==> src/rtl/pipeline_pkg.sv <==
// Shared pipeline constants: instruction field encodings, special registers and the
// multiply/divide unit state type.
package pipeline_pkg;

  localparam logic [4:0] OP_ALU      = 5'd0;
  localparam logic [4:0] ALU_MUL     = 5'd6;
  localparam logic [4:0] ALU_DIV     = 5'd7;
  localparam logic [4:0] REG_RSTATUS = 5'd30;

  typedef enum logic [1:0] {
    MD_IDLE = 2'd0,
    MD_MUL  = 2'd1,
    MD_DIV  = 2'd2,
    MD_DONE = 2'd3
  } md_state_t;

endpackage

==> src/rtl/multdiv_datapath.sv <==
// Iterative shift-add multiplier / restoring divider on operand magnitudes, with the
// iteration counter and the final sign fix-up / overflow detection.
module multdiv_datapath #(
  parameter int unsigned DATA_W = 32,
  parameter int unsigned ITER   = 32
) (
  input  logic              clock,
  input  logic              reset_n,
  input  logic              start,
  input  logic              start_div,
  input  logic              step,
  input  logic [DATA_W-1:0] operand_a,
  input  logic [DATA_W-1:0] operand_b,
  output logic              last,
  output logic [DATA_W-1:0] result,
  output logic              exception
);

  localparam int unsigned CNT_W = $clog2(ITER + 1);

  logic [CNT_W-1:0]    cnt_q;
  logic                op_div_q, neg_q, exc_q;
  logic [2*DATA_W-1:0] acc_q, mcand_q;
  logic [DATA_W-1:0]   mplier_q, rem_q, quot_q, dvsr_q, result_q;

  logic [DATA_W-1:0]   a_mag, b_mag;
  logic [2*DATA_W-1:0] acc_nx, prod_fix;
  logic [DATA_W:0]     rem_sh;
  logic [DATA_W-1:0]   diff, rem_nx, quot_nx, quot_fix;
  logic                ge, ovf;

  always_comb begin
    a_mag    = operand_a[DATA_W-1] ? -operand_a : operand_a;
    b_mag    = operand_b[DATA_W-1] ? -operand_b : operand_b;
    acc_nx   = acc_q + (mplier_q[0] ? mcand_q : '0);
    rem_sh   = {rem_q, quot_q[DATA_W-1]};
    ge       = rem_sh >= {1'b0, dvsr_q};
    diff     = rem_sh[DATA_W-1:0] - dvsr_q;
    rem_nx   = ge ? diff : rem_sh[DATA_W-1:0];
    quot_nx  = {quot_q[DATA_W-2:0], ge};
    prod_fix = neg_q ? -acc_nx : acc_nx;
    quot_fix = neg_q ? -quot_nx : quot_nx;
    // Signed product must be the sign extension of its low word.
    ovf      = prod_fix[2*DATA_W-1:DATA_W-1] != {(DATA_W + 1){prod_fix[DATA_W-1]}};
  end

  assign last      = cnt_q == CNT_W'(ITER - 1);
  assign result    = result_q;
  assign exception = exc_q;

  always_ff @(posedge clock or negedge reset_n) begin
    if (!reset_n) begin
      cnt_q    <= '0;
      op_div_q <= 1'b0;
      neg_q    <= 1'b0;
      exc_q    <= 1'b0;
      acc_q    <= '0;
      mcand_q  <= '0;
      mplier_q <= '0;
      rem_q    <= '0;
      quot_q   <= '0;
      dvsr_q   <= '0;
      result_q <= '0;
    end else if (start) begin
      cnt_q    <= '0;
      op_div_q <= start_div;
      neg_q    <= operand_a[DATA_W-1] ^ operand_b[DATA_W-1];
      acc_q    <= '0;
      mcand_q  <= {{DATA_W{1'b0}}, a_mag};
      mplier_q <= b_mag;
      rem_q    <= '0;
      quot_q   <= a_mag;
      dvsr_q   <= b_mag;
      if (start_div && operand_b == '0) begin
        result_q <= '0;
        exc_q    <= 1'b1;
      end
    end else if (step) begin
      cnt_q <= cnt_q + CNT_W'(1);
      if (op_div_q) begin
        rem_q  <= rem_nx;
        quot_q <= quot_nx;
      end else begin
        acc_q    <= acc_nx;
        mcand_q  <= mcand_q << 1;
        mplier_q <= mplier_q >> 1;
      end
      if (last) begin
        result_q <= op_div_q ? quot_fix : prod_fix[DATA_W-1:0];
        exc_q    <= op_div_q ? 1'b0 : ovf;
      end
    end
  end

endmodule

==> src/rtl/multdiv_stage.sv <==
// Execute-stage multiply/divide unit: decodes the DX instruction, stalls the front of the
// pipeline while iterating and presents a one-cycle result pulse to the XM latch.
module multdiv_stage
  import pipeline_pkg::*;
#(
  parameter int unsigned DATA_W = 32,
  parameter int unsigned ITER   = 32
) (
  input  logic              clock,
  input  logic              reset_n,
  input  logic [31:0]       dx_instr,
  input  logic              dx_valid,
  input  logic              flush,
  input  logic [DATA_W-1:0] operand_a,
  input  logic [DATA_W-1:0] operand_b,
  output logic              stall,
  output logic              result_valid,
  output logic [DATA_W-1:0] result,
  output logic [4:0]        result_rd,
  output logic              exception
);

  md_state_t  state_q, state_d;
  logic [4:0] rd_q;
  logic       valid_q;
  logic       md_op, start, start_div, step, last;
  logic       unused_instr;

  assign unused_instr = ^{dx_instr[21:7], dx_instr[1:0]};

  assign md_op     = dx_valid && dx_instr[31:27] == OP_ALU &&
                     (dx_instr[6:2] == ALU_MUL || dx_instr[6:2] == ALU_DIV);
  assign start     = state_q == MD_IDLE && md_op && !flush;
  assign start_div = dx_instr[6:2] == ALU_DIV;
  assign step      = (state_q == MD_MUL || state_q == MD_DIV) && !flush;

  // Gated by reset so the pipeline is released the moment reset asserts.
  assign stall = reset_n && (start || state_q == MD_MUL || state_q == MD_DIV);

  always_comb begin
    state_d = state_q;
    unique case (state_q)
      MD_IDLE: begin
        if (start) begin
          if (!start_div)           state_d = MD_MUL;
          else if (operand_b == '0) state_d = MD_DONE;
          else                      state_d = MD_DIV;
        end
      end
      MD_MUL, MD_DIV: begin
        if (flush)     state_d = MD_IDLE;
        else if (last) state_d = MD_DONE;
      end
      MD_DONE: state_d = MD_IDLE;
      default: state_d = MD_IDLE;
    endcase
  end

  always_ff @(posedge clock or negedge reset_n) begin
    if (!reset_n) begin
      state_q <= MD_IDLE;
      rd_q    <= '0;
      valid_q <= 1'b0;
    end else begin
      state_q <= state_d;
      valid_q <= state_d == MD_DONE;
      if (start) rd_q <= dx_instr[26:22];
    end
  end

  assign result_valid = valid_q;
  assign result_rd    = rd_q;

  multdiv_datapath #(
    .DATA_W (DATA_W),
    .ITER   (ITER)
  ) u_datapath (
    .clock     (clock),
    .reset_n   (reset_n),
    .start     (start),
    .start_div (start_div),
    .step      (step),
    .operand_a (operand_a),
    .operand_b (operand_b),
    .last      (last),
    .result    (result),
    .exception (exception)
  );

endmodule
==> config.mk <==
export PLATFORM = sky130hd
export DESIGN_NAME = multdiv_stage
export DESIGN_NICKNAME = d
export VERILOG_FILES = /design/src/rtl/pipeline_pkg.sv /design/src/rtl/multdiv_datapath.sv /design/src/rtl/multdiv_stage.sv
export SDC_FILE = /design/constraint.sdc
export NUM_CORES = 1
export LEC_CHECK = 0
export BUFFER_PORTS_ARGS = -buffer_cell sky130_fd_sc_hd__buf_2
export CORE_MARGIN = 5
export CORE_UTILIZATION = 45
export DETAILED_ROUTE_END_ITERATION = 10
export SYNTH_ARGS = -nofsm -noshare
export SYNTH_HDL_FRONTEND = slang
export SYNTH_HIERARCHICAL = 1
export SYNTH_SLANG_ARGS = --single-unit
==> constraint.sdc <==
create_clock -name clock -period 8.4 [get_ports clock]
set_input_delay 1.26 -clock clock [delete_from_list [all_inputs] [get_ports clock]]
set_output_delay 1.26 -clock clock [all_outputs]
set_load 0.02 [all_outputs]
==> results_dict.tcl, run 1 <==
set metrics [dict create \
    rows 82 \
    cp_max_fo 65 \
    syn-instance-count 2722 \
    startpoint_type "register" \
    die-area_sq_um 55100 \
    tns_ns 0 \
    yosys_most_used_dff "dfrtp_1" \
    ir_drop_uv 115 \
    clkPwrFrac_pct 35.0 \
    hold_path.class "reg -> reg" \
    async_flop_share_pct 100 \
    power-per-cell-area_nw_per_um2 178 \
    drtAntennaViolNets 0 \
    relSlewSlack_pct 21.1 \
    ys_seq_area_share_pct 33.6 \
    cp_slowest_cell "or4b_2" \
    vias 20700 \
    cp.required_ns 8.79 \
    totalWireLength_mm 68.1 \
    globalRouteOverflowTotal 0 \
    syn_area_sq_um 22700 \
    p_sw_share_pct 35.4 \
    ff2ff_setup_slack_ns 1.37 \
    clk_latency_ns 0.56 \
    dp_slack_ns 1.60 \
    worstSetupEndpoint "u_datapath/exception$_DFFE_PN0P_" \
    cp_common_cell "nand2_1" \
    synth.distinct_cells 102 \
    place_hpwl_mm 49.5 \
    critPathTopFamily "simple AND/OR/NAND/NOR gates" \
    clockBufferDepth 3 \
    slowest_delay_ns 0.76 \
    r2r_start "u_datapath/mplier_q[0]$_DFFE_PN0P_" \
    rsz0062_at_grt "false" \
    cp.depth 20 \
    power.leakage_nw 11.6 \
    die_width_um 235 \
    grt_max_degree 171 \
    cts_sinks 305 \
    cts_made_buffers 38 \
    path_buf_inv 2 \
    status "finished, final reports clean" \
    grt_pass1_wl_mm 110 \
    r2r_end "u_datapath/exception$_DFFE_PN0P_" \
    final_area_sq_um 25000 \
    fin_crit_ns 7.03 \
    root_buffer "clkbuf_16" \
    max_slew.worst_pin.slew_ns 1.18 \
    via_per_inst 6.01 \
    maxSlewViolCount 0 \
    cp-startpoint "u_datapath/mplier_q[0]$_DFFE_PN0P_" \
    switchingPower_w 0.00158 \
    final_nets 2958 \
    end_kind "register" \
    timing.final.ws_setup_ns 1.37 \
    die_h_um 235 \
    hold_viol 0 \
    syn_nets 2928 \
    grt_use_total_pct 23.8 \
    clk_pin_slew_worst_paths_ns 0.06 \
    core_area_sq_um 50100 \
    cts.repair.resized 0 \
    dpl_cell_area_sq_um 23800 \
    io_pins 140 \
    crit_chain "buf_4 > nand2_1 > inv_1 > ha_1 > a211oi_1 > o21ai_1 > nand3b_2 > a21oi_1 > a2111oi_2 > nand4b_1 > nor4_1 > or4b_2 > nor4_2 > nand2_1 > o41ai_1 > xor2_1 > mux2i_1 > o221ai_1 > and4b_1 > a41oi_1" \
    start_util_pct 45.4 \
    grt_pass1_vias 20000 \
    synthTopCellsByArea "dfrtp_1, nand2_1, ha_1, o21ai_0, xnor2_1" \
    yosys_warnings 6 \
    worst_r2r_path_depth 20 \
    cts_tree "built" \
    fmax_mhz 142 \
    synth_edf_count 0 \
    synth_top_cell_by_area "dfrtp_1" \
    setup_viol 0 \
    min_period_over_period_pct 83.7 \
    fin_skew_ns 0.0292 \
    drc 0 \
    place.gp.congestion 0.914 \
    io_buffers 122 \
    drt_first_pass_iters 5 \
    syn_avg_cell_area_sq_um 8.34 \
    area_delta_synth_final_pct 9.87 \
    drive_above_1_share_pct 9.18 \
    hold_ws_ns 0.471 \
    ys_seq_elements 305 \
    p_int_w 0.00287 \
    drv_cap 0 \
    cts.hold.buffers_added 0 \
    htreeDepth 2 \
    n_fill_cell 4931 \
    cts_setup_buffers 0 \
    synth_top_area_share_pct 33.6 \
    antenna_found_initial 3 \
    drt_iter0_drc 1764 \
    routedWlPerCell_um 19.7 \
    arrival_ns 7.42 \
    power_frac_seq_pct 36.9 \
    path_class "reg -> reg" \
    pwr-share-comb_pct 28.1 \
]
-- power groups by stage --
stage / clock, W / combinational [W] / sequential (W)
floorplan: 0 / 0.000876 / 0.00163
global placement: 0 / 0.00121 / 0.00166
detailed placement: 0 / 0.00123 / 0.00166
CTS: 0.00160 / 0.00124 / 0.00164
global route: 0.00166 / 0.00136 / 0.00165
finish: 0.00156 / 0.00125 / 0.00164
-- logic make-up (layout without fill, tap and decap cells) --
group | after synthesis | after routing | synth area share, %
AND/OR/NAND/NOR | 937 | 937 | 20.0
AO/OA/AOI/OAI | 894 | 894 | 26.9
flip-flops | 305 | 305 | 33.6
buffers and inverters | 240 | 295 | 4.07
XOR/XNOR | 193 | 193 | 7.44
adder cells (fa/ha/maj) | 106 | 106 | 5.91
multiplexers | 47 | 47 | 2.08
other | 0 | 2 | 0
-- worst register-to-register path, delay by kind of cell (launching register included) --
family | cells | cell delay (ns)
flip-flops | 1 | 0.32
XOR/XNOR | 1 | 0.23
buffers and inverters | 2 | 0.63
AND/OR/NAND/NOR | 8 | 3.19
AO/OA/AOI/OAI | 7 | 2.03
adder cells (fa/ha/maj) | 1 | 0.24
multiplexers | 1 | 0.21
-- cells in the mapped netlist (8+ instances only) --
master     count
nand2_1      355
dfrtp_1      305
o21ai_0      231
nor2_1       198
a21oi_1      145
clkbuf_1     135
xnor2_1      124
ha_1         104
o31ai_1       95
a22o_1        94
inv_1         82
and2_1        81
xor2_1        69
a21o_1        59
nor3_1        47
mux2i_1       46
nand3_1       40
a21boi_0      38
nand4_1       33
or3_1         33
nor4_1        30
o211ai_1      25
o41ai_1       23
a22oi_1       20
and3_1        18
o21a_1        18
or4_1         18
a211oi_1      16
nand2b_1      16
buf_1         13
nor2b_1       12
a211o_1       11
a31oi_1       11
or2_2         11
o2111ai_1      9
o21bai_1       8
-- through the flow --
| stage | total power, W | util [%] | std cells |
|---|---|---|---|
| 3_5_place_dp | 0.00290 | 47.5 | 3384 |
| 2_1_floorplan | 0.00251 | - | 2722 |
| 4_1_cts | 0.00448 | 49.8 | 3449 |
| 5_1_grt | 0.00467 | 49.8 | 3449 |
| 3_3_place_gp | 0.00287 | 47.5 | 3384 |
| 6_report | 0.00445 | 49.8 | 3451 |
-- layout make-up --
cell class	instances	area, sq um	share of cell area (%)
multi-input combinational	2177	14200	56.9
sequential	305	7630	30.6
clock buffer	55	1070	4.31
clock inverter	10	78.8	0.316
tap	672	841	3.37
inverter	85	322	1.29
timing repair buffer	145	806	3.23
antenna	2	5.00	0.0201
-- state kept, by name, summed over array words and instances, names as in the netlist --
signal                flops
u_datapath/mcand_q       64
u_datapath/cnt_q          6
u_datapath/dvsr_q        32
state_q                   2
u_datapath/mplier_q      32
u_datapath/acc_q         64
u_datapath/rem_q         32
u_datapath/result        32
u_datapath/op_div_q       1
u_datapath/quot_q        32
u_datapath/exception      1
result_valid              1
u_datapath/neg_q          1
result_rd                 5
-- how the worst min path moves through the flow --
stage                                             start                             endpoint  slack [ns]  cells after the start
finish                         result_rd[4]$_DFFE_PN0N_             result_rd[4]$_DFFE_PN0N_        0.47                      2
global route           u_datapath/result[8]$_DFFE_PN0P_     u_datapath/result[8]$_DFFE_PN0P_        0.49                      2
CTS                    u_datapath/result[8]$_DFFE_PN0P_     u_datapath/result[8]$_DFFE_PN0P_        0.47                      2
detailed placement     u_datapath/result[8]$_DFFE_PN0P_     u_datapath/result[8]$_DFFE_PN0P_        0.46                      2
global placement       u_datapath/result[8]$_DFFE_PN0P_     u_datapath/result[8]$_DFFE_PN0P_        0.46                      2
floorplan           u_datapath/mplier_q[31]$_DFFE_PN0P_  u_datapath/mplier_q[31]$_DFFE_PN0P_        0.45                      2
-- layout by cell type, fill, tap and decap left out, drive strengths merged, types with 81 or more instances in the layout --
| cell type | n |
|---|---|
| nor2 | 200 |
| dfrtp | 305 |
| nand2 | 355 |
| a22o | 94 |
| inv | 85 |
| xnor2 | 124 |
| o31ai | 97 |
| o21ai | 237 |
| buf | 145 |
| and2 | 81 |
| ha | 104 |
| a21oi | 146 |
-- metal layers --
metal,track usage [%],up-vias,share of wire (%)
li1,-,9991,-
met4,6.03,0,2.3
met1,35.0,10100,48
met2,37.3,560,45
met5,0,-,0
met3,2.92,86,5.2
No activity file was read; power rests on OpenSTA's default activity.
==> inputs of run 2 (changes only) <==
==> constraint.sdc (replaced) <==
create_clock -name clock -period 6.9 [get_ports clock]
set_input_delay 1.035 -clock clock [delete_from_list [all_inputs] [get_ports clock]]
set_output_delay 1.035 -clock clock [all_outputs]
set_load 0.02 [all_outputs]
==> results_dict.tcl, run 2 (synthesis gave the netlist of run 1 again) <==
set metrics [dict create \
    cts_sinks 305 \
    hold_ws_ns 0.410 \
    cp_max_fo 6 \
    fin_crit_ns 6.54 \
    mostFrequentLayoutCell "nand2_1" \
    min_period_over_period_pct 94.8 \
    r2r_end "u_datapath/exception$_DFFE_PN0P_" \
    cts.repair.resized 0 \
    maxSlewViolCount 0 \
    totalWireLength_mm 69.1 \
    register_area_sq_um 7630 \
    die_width_um 235 \
    rsz0062_at_grt "false" \
    io_pins 140 \
    final_nets 3014 \
    drt_iter0_drc 1911 \
    fin_skew_ns 0.0103 \
    n_fill_cell 4871 \
    path_class "reg -> reg" \
    clk_pin_slew_worst_paths_ns 0.06 \
    grt_pass1_vias 20600 \
    max_slew.worst_pin.slew_ns 1.15 \
    grt_pass1_wl_mm 112 \
    hold_path.class "in -> async" \
    relSlewSlack_pct 23.3 \
    end_kind "register" \
    cts_setup_buffers 0 \
    clockBufferDepth 3 \
    power-per-cell-area_nw_per_um2 225 \
    cts_tree "built" \
    place_hpwl_mm 51.2 \
    drive_above_1_share_pct 11.2 \
    fmax_mhz 153 \
    die-area_sq_um 55100 \
    power.leakage_nw 11.9 \
    startpoint_type "register" \
    drtAntennaViolNets 0 \
    hold_viol 0 \
    grt_max_degree 97 \
    drt_first_pass_iters 5 \
    layout.cells.most_common_list "nand2_1, dfrtp_1, o21ai_0" \
    clk_latency_ns 0.56 \
    status "finished, final reports clean" \
    globalRouteOverflowTotal 0 \
    drc 0 \
    ff2ff_setup_slack_ns 0.36 \
    dpl_cell_area_sq_um 24200 \
    cts_made_buffers 39 \
    tns_ns 0 \
    multi_input_area_sq_um 14200 \
    final_area_sq_um 25500 \
    grt_use_total_pct 24.3 \
    setup_viol 0 \
    htreeDepth 2 \
    vias 21000 \
    drv_cap 0 \
    ir_drop_uv 143 \
    place.gp.congestion 0.916 \
    r2r_start "u_datapath/mplier_q[0]$_DFFE_PN0P_" \
    routedWlPerCell_um 19.7 \
    largestRegisters "u_datapath/acc_q x64, u_datapath/mcand_q x64" \
    worst_r2r_path_depth 21 \
    io_buffers 122 \
    die_h_um 235 \
    antenna_found_initial 2 \
    rows 82 \
    cts.hold.buffers_added 0 \
    cp.required_ns 7.32 \
    root_buffer "clkbuf_16" \
    worstSetupEndpoint "u_datapath/exception$_DFFE_PN0P_" \
    area_delta_synth_final_pct 12.3 \
    arrival_ns 6.95 \
    core_area_sq_um 50100 \
    via_per_inst 5.98 \
    cp-startpoint "u_datapath/mplier_q[0]$_DFFE_PN0P_" \
    start_util_pct 45.4 \
]
[run 2: per-layer routing]
| layer | track usage, % | vias up | share of wire, % |
|---|---|---|---|
| met5 | 0 | - | 0 |
| met4 | 7.24 | 0 | 2.7 |
| met3 | 3.40 | 102 | 5.2 |
| met2 | 38.5 | 543 | 45 |
| met1 | 34.8 | 10200 | 47 |
| li1 | - | 10100 | - |
[run 2: report_power, final]
part,internal (W),switching (W),total [W]
Sequential,0.00190,0.0000945,0.00200
Combinational,0.000604,0.00103,0.00163
Clock,0.00128,0.000840,0.00212
Total,0.00378,0.00196,0.00574
[run 2: how the worst min path moves through the flow]
stage | start | endpoint | slack, ns | cells past startpoint
after floorplan | u_datapath/mplier_q[31]$_DFFE_PN0P_ | u_datapath/mplier_q[31]$_DFFE_PN0P_ | 0.45 | 2
after global placement | u_datapath/result[5]$_DFFE_PN0P_ | u_datapath/result[5]$_DFFE_PN0P_ | 0.46 | 2
after detailed placement | result_rd[4]$_DFFE_PN0N_ | result_rd[4]$_DFFE_PN0N_ | 0.47 | 2
after CTS | reset_n | u_datapath/acc_q[33]$_DFFE_PN0P_ | 0.41 | 1
after global routing | reset_n | u_datapath/acc_q[33]$_DFFE_PN0P_ | 0.45 | 1
final | reset_n | u_datapath/acc_q[33]$_DFFE_PN0P_ | 0.41 | 1
[run 2: worst max-delay path, cell delays in order (launching register included)]
cell and delay [ns]:
dfrtp_1 0.45, and2_1 0.17, ha_1 0.21, inv_1 0.07, fa_1 0.42, nor2b_1 0.21, o31a_1 0.29, o22ai_2 0.16
o311ai_0 0.45, xor2_1 0.16, nand4b_1 0.29, nor4_1 0.44, buf_4 0.19, nor4b_1 0.53, or4b_2 0.72, o41ai_1 0.33
xor2_1 0.13, or4_1 0.43, mux2i_1 0.17, o221ai_1 0.15, and4b_1 0.28, a41oi_1 0.11
[run 2: final cells by class]
class	instances	share of cell area (%)
Multi-Input combinational cell	2177	55.6
Inverter	85	1.26
Tap cell	672	3.30
Clock buffer	54	4.32
Clock inverter	15	0.839
Sequential cell	305	29.9
Timing Repair Buffer	200	4.73
Antenna cell	2	0.0196
[run 2: stage by stage]
| stage | power [W] | cells | setup slack [ns] | util (%) |
|---|---|---|---|---|
| 6_report | 0.00574 | 3510 | 0.361 | 51.0 |
| 5_1_grt | 0.00602 | 3508 | 0.218 | 51.0 |
| 4_1_cts | 0.00579 | 3508 | 0.618 | 51.0 |
| 3_5_place_dp | 0.00364 | 3439 | 0.688 | 48.3 |
| 3_3_place_gp | 0.00361 | 3439 | 0.616 | 48.3 |
| 2_1_floorplan | 0.00306 | 2722 | 1.23 | - |
